<file path="src/rtl/mem_arb2.sv">
// Two-client memory arbiter: round-robin grant into a single registered request slot,
// per-client outstanding limits, and combinational response routing by tag MSB.
module mem_arb2 #(
   parameter int unsigned ADDR_W  = 26,
   parameter int unsigned DATA_W  = 128,
   parameter int unsigned TAG_W   = 4,
   parameter int unsigned MAX_OUT = 4
) (
   input  logic              clk_i,
   input  logic              rst_ni,
   // client 0
   input  logic              c0_req_val_i,
   output logic              c0_req_rdy_o,
   input  logic [1:0]        c0_req_rw_i,
   input  logic [ADDR_W-1:0] c0_req_addr_i,
   input  logic [TAG_W-1:0]  c0_req_tag_i,
   input  logic [DATA_W-1:0] c0_req_data_i,
   output logic              c0_resp_val_o,
   output logic              c0_resp_nack_o,
   output logic [TAG_W-1:0]  c0_resp_tag_o,
   output logic [DATA_W-1:0] c0_resp_data_o,
   // client 1
   input  logic              c1_req_val_i,
   output logic              c1_req_rdy_o,
   input  logic [1:0]        c1_req_rw_i,
   input  logic [ADDR_W-1:0] c1_req_addr_i,
   input  logic [TAG_W-1:0]  c1_req_tag_i,
   input  logic [DATA_W-1:0] c1_req_data_i,
   output logic              c1_resp_val_o,
   output logic              c1_resp_nack_o,
   output logic [TAG_W-1:0]  c1_resp_tag_o,
   output logic [DATA_W-1:0] c1_resp_data_o,
   // memory side
   output logic              mem_req_val_o,
   input  logic              mem_req_rdy_i,
   output logic [1:0]        mem_req_rw_o,
   output logic [ADDR_W-1:0] mem_req_addr_o,
   output logic [DATA_W-1:0] mem_req_data_o,
   output logic [TAG_W:0]    mem_req_tag_o,
   input  logic              mem_resp_val_i,
   input  logic              mem_resp_nack_i,
   input  logic [TAG_W:0]    mem_resp_tag_i,
   input  logic [DATA_W-1:0] mem_resp_data_i
);

   localparam int unsigned CntW = $clog2(MAX_OUT + 1);
   localparam logic [CntW-1:0] MaxCnt = CntW'(MAX_OUT);

   logic              val_q, val_d;
   logic [1:0]        rw_q, rw_d;
   logic [ADDR_W-1:0] addr_q, addr_d;
   logic [DATA_W-1:0] data_q, data_d;
   logic [TAG_W:0]    tag_q, tag_d;
   logic              prio_q, prio_d;
   logic [CntW-1:0]   out0_q, out0_d, out1_q, out1_d;

   logic oreg_free, can0, can1, elig0, elig1, rdy0, rdy1, acc0, acc1;
   logic resp_any, resp_sel, dec0, dec1;

   always_comb begin
      oreg_free = !val_q || mem_req_rdy_i;
      can0      = rst_ni && oreg_free && (out0_q < MaxCnt);
      can1      = rst_ni && oreg_free && (out1_q < MaxCnt);
      elig0     = can0 && c0_req_val_i;
      elig1     = can1 && c1_req_val_i;
      // Each ready looks only at the other client's request, never its own valid.
      rdy0      = can0 && (!prio_q || !elig1);
      rdy1      = can1 && (prio_q || !elig0);
      acc0      = rdy0 && c0_req_val_i;
      acc1      = rdy1 && c1_req_val_i;
      resp_any  = mem_resp_val_i || mem_resp_nack_i;
      resp_sel  = mem_resp_tag_i[TAG_W];
      dec0      = resp_any && !resp_sel;
      dec1      = resp_any && resp_sel;
   end

   always_comb begin
      val_d  = val_q;
      rw_d   = rw_q;
      addr_d = addr_q;
      data_d = data_q;
      tag_d  = tag_q;
      prio_d = prio_q;
      if (acc0) begin
         val_d  = 1'b1;
         rw_d   = c0_req_rw_i;
         addr_d = c0_req_addr_i;
         data_d = c0_req_data_i;
         tag_d  = {1'b0, c0_req_tag_i};
         prio_d = 1'b1;
      end else if (acc1) begin
         val_d  = 1'b1;
         rw_d   = c1_req_rw_i;
         addr_d = c1_req_addr_i;
         data_d = c1_req_data_i;
         tag_d  = {1'b1, c1_req_tag_i};
         prio_d = 1'b0;
      end else if (mem_req_rdy_i) begin
         val_d = 1'b0;
      end
   end

   // Increment is only possible below MaxCnt; coinciding inc/dec cancel out.
   always_comb begin
      out0_d = out0_q;
      out1_d = out1_q;
      if (acc0 && !dec0) begin
         out0_d = out0_q + CntW'(1);
      end else if (dec0 && !acc0 && (out0_q != '0)) begin
         out0_d = out0_q - CntW'(1);
      end
      if (acc1 && !dec1) begin
         out1_d = out1_q + CntW'(1);
      end else if (dec1 && !acc1 && (out1_q != '0)) begin
         out1_d = out1_q - CntW'(1);
      end
   end

   always_ff @(posedge clk_i or negedge rst_ni) begin
      if (!rst_ni) begin
         val_q  <= 1'b0;
         rw_q   <= '0;
         addr_q <= '0;
         data_q <= '0;
         tag_q  <= '0;
         prio_q <= 1'b0;
         out0_q <= '0;
         out1_q <= '0;
      end else begin
         val_q  <= val_d;
         rw_q   <= rw_d;
         addr_q <= addr_d;
         data_q <= data_d;
         tag_q  <= tag_d;
         prio_q <= prio_d;
         out0_q <= out0_d;
         out1_q <= out1_d;
      end
   end

   always_comb begin
      c0_req_rdy_o   = rdy0;
      c1_req_rdy_o   = rdy1;
      mem_req_val_o  = val_q;
      mem_req_rw_o   = rw_q;
      mem_req_addr_o = addr_q;
      mem_req_data_o = data_q;
      mem_req_tag_o  = tag_q;
      // Nack wins over val when memory raises both.
      c0_resp_val_o  = rst_ni && mem_resp_val_i && !mem_resp_nack_i && !resp_sel;
      c0_resp_nack_o = rst_ni && mem_resp_nack_i && !resp_sel;
      c1_resp_val_o  = rst_ni && mem_resp_val_i && !mem_resp_nack_i && resp_sel;
      c1_resp_nack_o = rst_ni && mem_resp_nack_i && resp_sel;
      c0_resp_tag_o  = mem_resp_tag_i[TAG_W-1:0];
      c1_resp_tag_o  = mem_resp_tag_i[TAG_W-1:0];
      c0_resp_data_o = mem_resp_data_i;
      c1_resp_data_o = mem_resp_data_i;
   end

endmodule

</file>
<file path="config.mk">
export PLATFORM = sky130hd
export DESIGN_NAME = mem_arb2
export DESIGN_NICKNAME = d
export VERILOG_FILES = /design/src/rtl/mem_arb2.sv
export SDC_FILE = /design/constraint.sdc
export NUM_CORES = 1
export LEC_CHECK = 0
export ABC_AREA = 1
export BUFFER_PORTS_ARGS = -buffer_cell sky130_fd_sc_hd__buf_2
export CAP_MARGIN = 20
export CORE_AREA = 8 8 337 339
export CTS_CLUSTER_DIAMETER = 50
export DETAILED_ROUTE_END_ITERATION = 10
export DIE_AREA = 0 0 345 347
export SYNTH_ARGS = -nofsm -noshare
export SYNTH_HDL_FRONTEND = slang
export SYNTH_SLANG_ARGS = --single-unit
</file>
<file path="constraint.sdc">
create_clock -name clk_i -period 2.2 [get_ports clk_i]
set_input_delay 0.22 -clock clk_i [delete_from_list [all_inputs] [get_ports clk_i]]
set_output_delay 0.22 -clock clk_i [all_outputs]
set_load 0.02 [all_outputs]
</file>
* Word level (Yosys, flattened, before mapping)
Cells that the tools add are included.
** Storage, ports and cells
- Output and inout bits :: 432
- Input port bits :: 460
- Bits in registers :: 169
** Cells by class
- Reduce and logical (&&, ||, !) cells :: 44
- Multiplexer cells :: 17
- Add/subtract/negate cells :: 4
- $lt $le $gt $ge :: 2
** Operator list (count)
- $mux 128 :: 2
- $mux 26 :: 2
- $logic_and 1x1->1 :: 24
- $mux 3 :: 4
- $logic_not 1->1 :: 10
- $mux 5 :: 2
- $reduce_bool 3->1 :: 3
- $add 3x1->3 const B :: 2
- $lt 3x3->1 const B :: 2
- $reduce_bool 2->1 :: 3
- $sub 3x1->3 const B :: 2
- $mux 1 :: 5
- $logic_or 1x1->1 :: 4
- $mux 2 :: 2

* Logic depth before layout (Yosys ltp)
- Word-level depth :: 14
- Gate-level depth with buffers :: 11
- Mapped depth without buffers :: 11

* Worst setup path after synthesis
Ideal clock, no wire load.
- Path kind :: reg-to-reg
- From :: reg val_q, in the netlist mem_req_val_o
- To :: reg out0_q[2]
- Cell stages (with the launch flop) :: 10
- Library setup time :: 117 ps
- Buffers on the path :: 0
- Setup slack :: 185 ps
- Arrival :: 1898 ps
- Data required time :: 2083 ps
- Path through :: dfrtp_1 nand2_1 nand3_1 nor2_1 nand3_1 fa_1 inv_1 nand3_1 nand3_1 nand2_1
** Between the ends
- Cells in the longest elaborated chain, start to end :: 13
** RTL lines
- from (decl) :: line 49 : logic val_q, val_d;
- from (signal assigned) :: line 130 : val_q <= val_d;
- $logic_not 1->1 (*) :: line 61 : oreg_free = !val_q || mem_req_rdy_i;
- $logic_or 1x1->1 (*) :: line 61
- $logic_and 1x1->1 (*) :: line 62, 63
- $logic_and 1x1->1 :: line 63 : can1 = rst_ni && oreg_free && (out1_q < MaxCnt);
- $logic_and 1x1->1 :: line 65 : elig1 = can1 && c1_req_val_i;
- $logic_not 1->1 :: line 67 : rdy0 = can0 && (!prio_q || !elig1);
- $logic_or 1x1->1 :: line 67
- $logic_and 1x1->1 (*) :: line 67
- net c0_req_rdy_o :: line 13 : output logic c0_req_rdy_o,
- $logic_and 1x1->1 (*) :: line 69 : acc0 = rdy0 && c0_req_val_i;
- $logic_not 1->1 :: line 109 : end else if (dec0 && !acc0 && (out0_q != '0)) begin
- $logic_and 1x1->1 (2 in series) :: line 109
- $reduce_bool 2->1 (no line)
- to (signal assigned) :: line 136 : out0_q <= out0_d;
- to (decl) :: line 55 : logic [CntW-1:0] out0_q, out0_d, out1_q, out1_d;
The timed path passes the listed nets; every way through them passes the cells marked *.
A chain may end at the register's enable or synchronous reset.

* Worst setup path in the final report
- From :: in rst_ni
- To :: reg data_q[10], in the netlist mem_req_data_o[10]
** Between the ends
- Cells in the longest elaborated chain, start to end :: 8
** RTL lines
- from (decl) :: line 10 : input logic rst_ni,
- $logic_and 1x1->1 (*) :: line 62, 63
- $logic_and 1x1->1, on equally long branches :: line 63, 62
- $logic_and 1x1->1, on equally long branches :: line 65, 64
- $logic_not 1->1, on equally long branches :: line 67, 68
- $logic_or 1x1->1, on equally long branches :: line 67, 68
- $logic_and 1x1->1, on equally long branches :: line 67, 68
- $logic_and 1x1->1, on equally long branches :: line 69, 70
- $mux 128 or $reduce_bool 2->1 (tied branches)
- to (signal assigned) :: line 133 : data_q <= data_d;
- to (decl) :: line 52 : logic [DATA_W-1:0] data_q, data_d;
Mark *: on every way between the ends. The rest lies on a longest branch, timed or not.

==> results.ini <==
[logic_synthesis]
ys_seq_area_frac = 0.438
netlist-cell-type-count = 16
yosysMostFrequentCell = nand2_1
ys_ff_latch = 169
synth_nets = 1706
synth_top_flop_cell = dfrtp_1
avgSynthCellArea_um2 = 7.77
syn_inst = 1244
netlist_top_cells_count = nand2_1, buf_4, dfrtp_1
async_flop_share = 1.00
synth_top_cell_by_area = dfrtp_1
synth_warnings = 0
synth.area.top_cells = dfrtp_1, buf_4, nand2_1
synth-edff-count = 0
synth_area_um2 = 9660
yosysTopAreaCellShare = 0.438

[grt]
antenna_found_initial = 6
grt_pass1_wl_um = 87000
grt-ovfl-total = 0
grt_max_degree = 92
grt_pass1_vias = 10634
track_usage = 0.103

[cells_and_area]
synthToLayoutAreaGrowth_pct = 59.3
diodes = 0
design_area_um2 = 15400
fin_nets = 2215
drive_above_1_share = 0.312

[power]
vdd_drop_max_v = 0.000425
p_comb_frac = 0.490
p_int_mw = 8.70
switching_share = 0.491
clock_power_share = 0.187
p_seq_frac = 0.323
leakagePower_nw = 7.49
power_density_nw_per_um2 = 1110
p_switching_mw = 8.38

[placed_design]
portBuffers = 495
gp_congestion = 0.818
hpwl_um = 51300
postPlaceCellArea_um2 = 11800

[clock_tree]
clock_sinks = 169
cts_max_level = 4
cts_tree = done
clkTransAtPathRegs_ns = 0.08
clockRootBuffer = clkbuf_16
insertion_delay_ns = 0.48
cts_buffers = 17
cts_max_path_buffers = 2
cts_setup_buffers = 0

[sta]
tns_ns = 0
maxSlewHeadroom = 0.475
finClkSkew_ns = 0.0131
timing.final.crit_share = 0.934
rsz0062_at_grt = no
fmax_mhz = 487
tightest_slew_ns = 0.788
slew_violations = 0
finalCriticalPeriod_ns = 2.05
final_hold_viol_count = 0
setup_viol = 0

[die]
die_x_um = 345
fp.dieH_um = 347
design.die.area_um2 = 120000
core_um2 = 108000
io_pins = 892
fp-row-count = 121
start_util = 0.0894

[run_status]
status = complete, no violations

[critical_path]
startpoint_type = input pin
arrival_ns = 2.41
worst-setup-path-type = in2reg
critPathCaptureType = register
critPathRequiredTime_ns = 2.56
cp_max_fo = 84

[routing]
remaining_drc_errors = 0
ant_nets = 0
wl_per_cell_um = 20.0
vias_per_cell = 3.17
drt_first_pass_iters = 5
drt_wl_total_um = 63500
vias = 10080
drtIter0Drc = 572

[min_path]
min_path_type = in2reg

[flow_run]
max_cap_violations = 0

==> path summary, 6_finish.rpt <==
check / cells past startpoint / slack [ns] / end / from
worst max-delay path: 10 / 0.15 / mem_req_data_o[10] / rst_ni
worst min-delay path: 3 / 0.06 / mem_req_data_o[86] / c0_req_data_i[86]
worst max register to register: 9 / 0.23 / out1_q[2] / mem_req_val_o
worst min register to register: 2 / 0.48 / mem_req_addr_o[3] / mem_req_addr_o[3]
max in group asynchronous: 3 / 1.11 / mem_req_addr_o[7] / rst_ni
min in group asynchronous: 2 / 0.17 / mem_req_val_o / rst_ni
==> logic make-up (layout without fill, tap and decap cells) <==
group / Yosys count / count (layout) / share of synthesized area
and+or+nand+nor: 694 / 694 / 0.292
buffers and inverters: 354 / 876 / 0.253
DFF: 169 / 169 / 0.438
AOI/OAI and AO/OA: 25 / 25 / 0.0133
adders and majority gates: 2 / 2 / 0.00414
==> registers in the layout, indices dropped and copies added (netlist names) <==
| name | cells |
|---|---|
| mem_req_addr_o | 26 |
| mem_req_data_o | 128 |
| mem_req_rw_o | 2 |
| mem_req_tag_o | 5 |
| mem_req_val_o | 1 |
| out0_q | 3 |
| out1_q | 3 |
| prio_q | 1 |
==> power groups by stage <==
| stage | combinational (mW) | clock [mW] | sequential, mW |
|---|---|---|---|
| after floorplan | 3.01 | 0 | 7.16 |
| final | 8.36 | 3.20 | 5.52 |
| after detailed placement | 8.12 | 0 | 5.56 |
| after global placement | 8.05 | 0 | 5.51 |
| after CTS | 8.56 | 3.42 | 5.51 |
| after global routing | 9.10 | 3.50 | 5.71 |
==> final cells by class <==
type	count	area, um2
clock buffers	18	439
clock inverters	14	150
fillers	12230	92700
inverters	36	150
multi-input cells	721	2990
flip-flops and latches	169	4230
well taps	1414	1770
repair buffers	808	5670
==> per-layer routing <==
metal	GRT usage	share of wire
met4	0.0266	0.017
met3	0.0668	0.14
met2	0.161	0.44
met5	0.0140	0.0038
met1	0.115	0.39
==> critical path, cell delays in order <==
cell and delay [ns]:
dlygate4sd3_1 0.58, buf_8 0.18, inv_2 0.07, a21oi_2 0.15, nand4_1 0.26, nand2_1 0.25, inv_6 0.07, buf_12 0.17
nand2_1 0.18, nand3_1 0.10
==> through the flow <==
| stage | hold slack [ns] | setup WS [ns] | instances | power (mW) | util |
|---|---|---|---|---|---|
| after detailed placement | 0.0626 | 0.256 | 2852 | 13.7 | 0.110 |
| after global placement | 0.0602 | 0.320 | 2852 | 13.6 | 0.110 |
| after floorplan | -0.0756 | 0.185 | 1244 | 10.2 | - |
| final | 0.0639 | 0.145 | 3180 | 17.1 | 0.142 |
| after CTS | 0.000276 | 0.204 | 3180 | 17.5 | 0.142 |
| after global routing | 0.0235 | 0.0304 | 3180 | 18.3 | 0.142 |
==> placed cells by master, fill, tap and decap left out <==
master	count
inv_2	2
nand4_2	1
fa_1	2
nor3_1	4
nand3_1	154
inv_8	6
buf_2	494
buf_4	10
dfrtp_1	169
a21oi_2	1
clkinvlp_4	2
inv_1	31
inv_6	4
nor2_1	30
buf_8	1
buf_12	7
clkbuf_8	1
nand2_1	502
o21ai_0	24
clkbuf_16	17
clkinv_4	3
clkinv_8	2
nand4_1	3
dlygate4sd3_1	296
==> timing repair <==
action                    CTS  global route
resized for setup           0             0
hold buffers              296             0
hold endpoints to repair  325             0
Power figures use the tool's default switching activity.
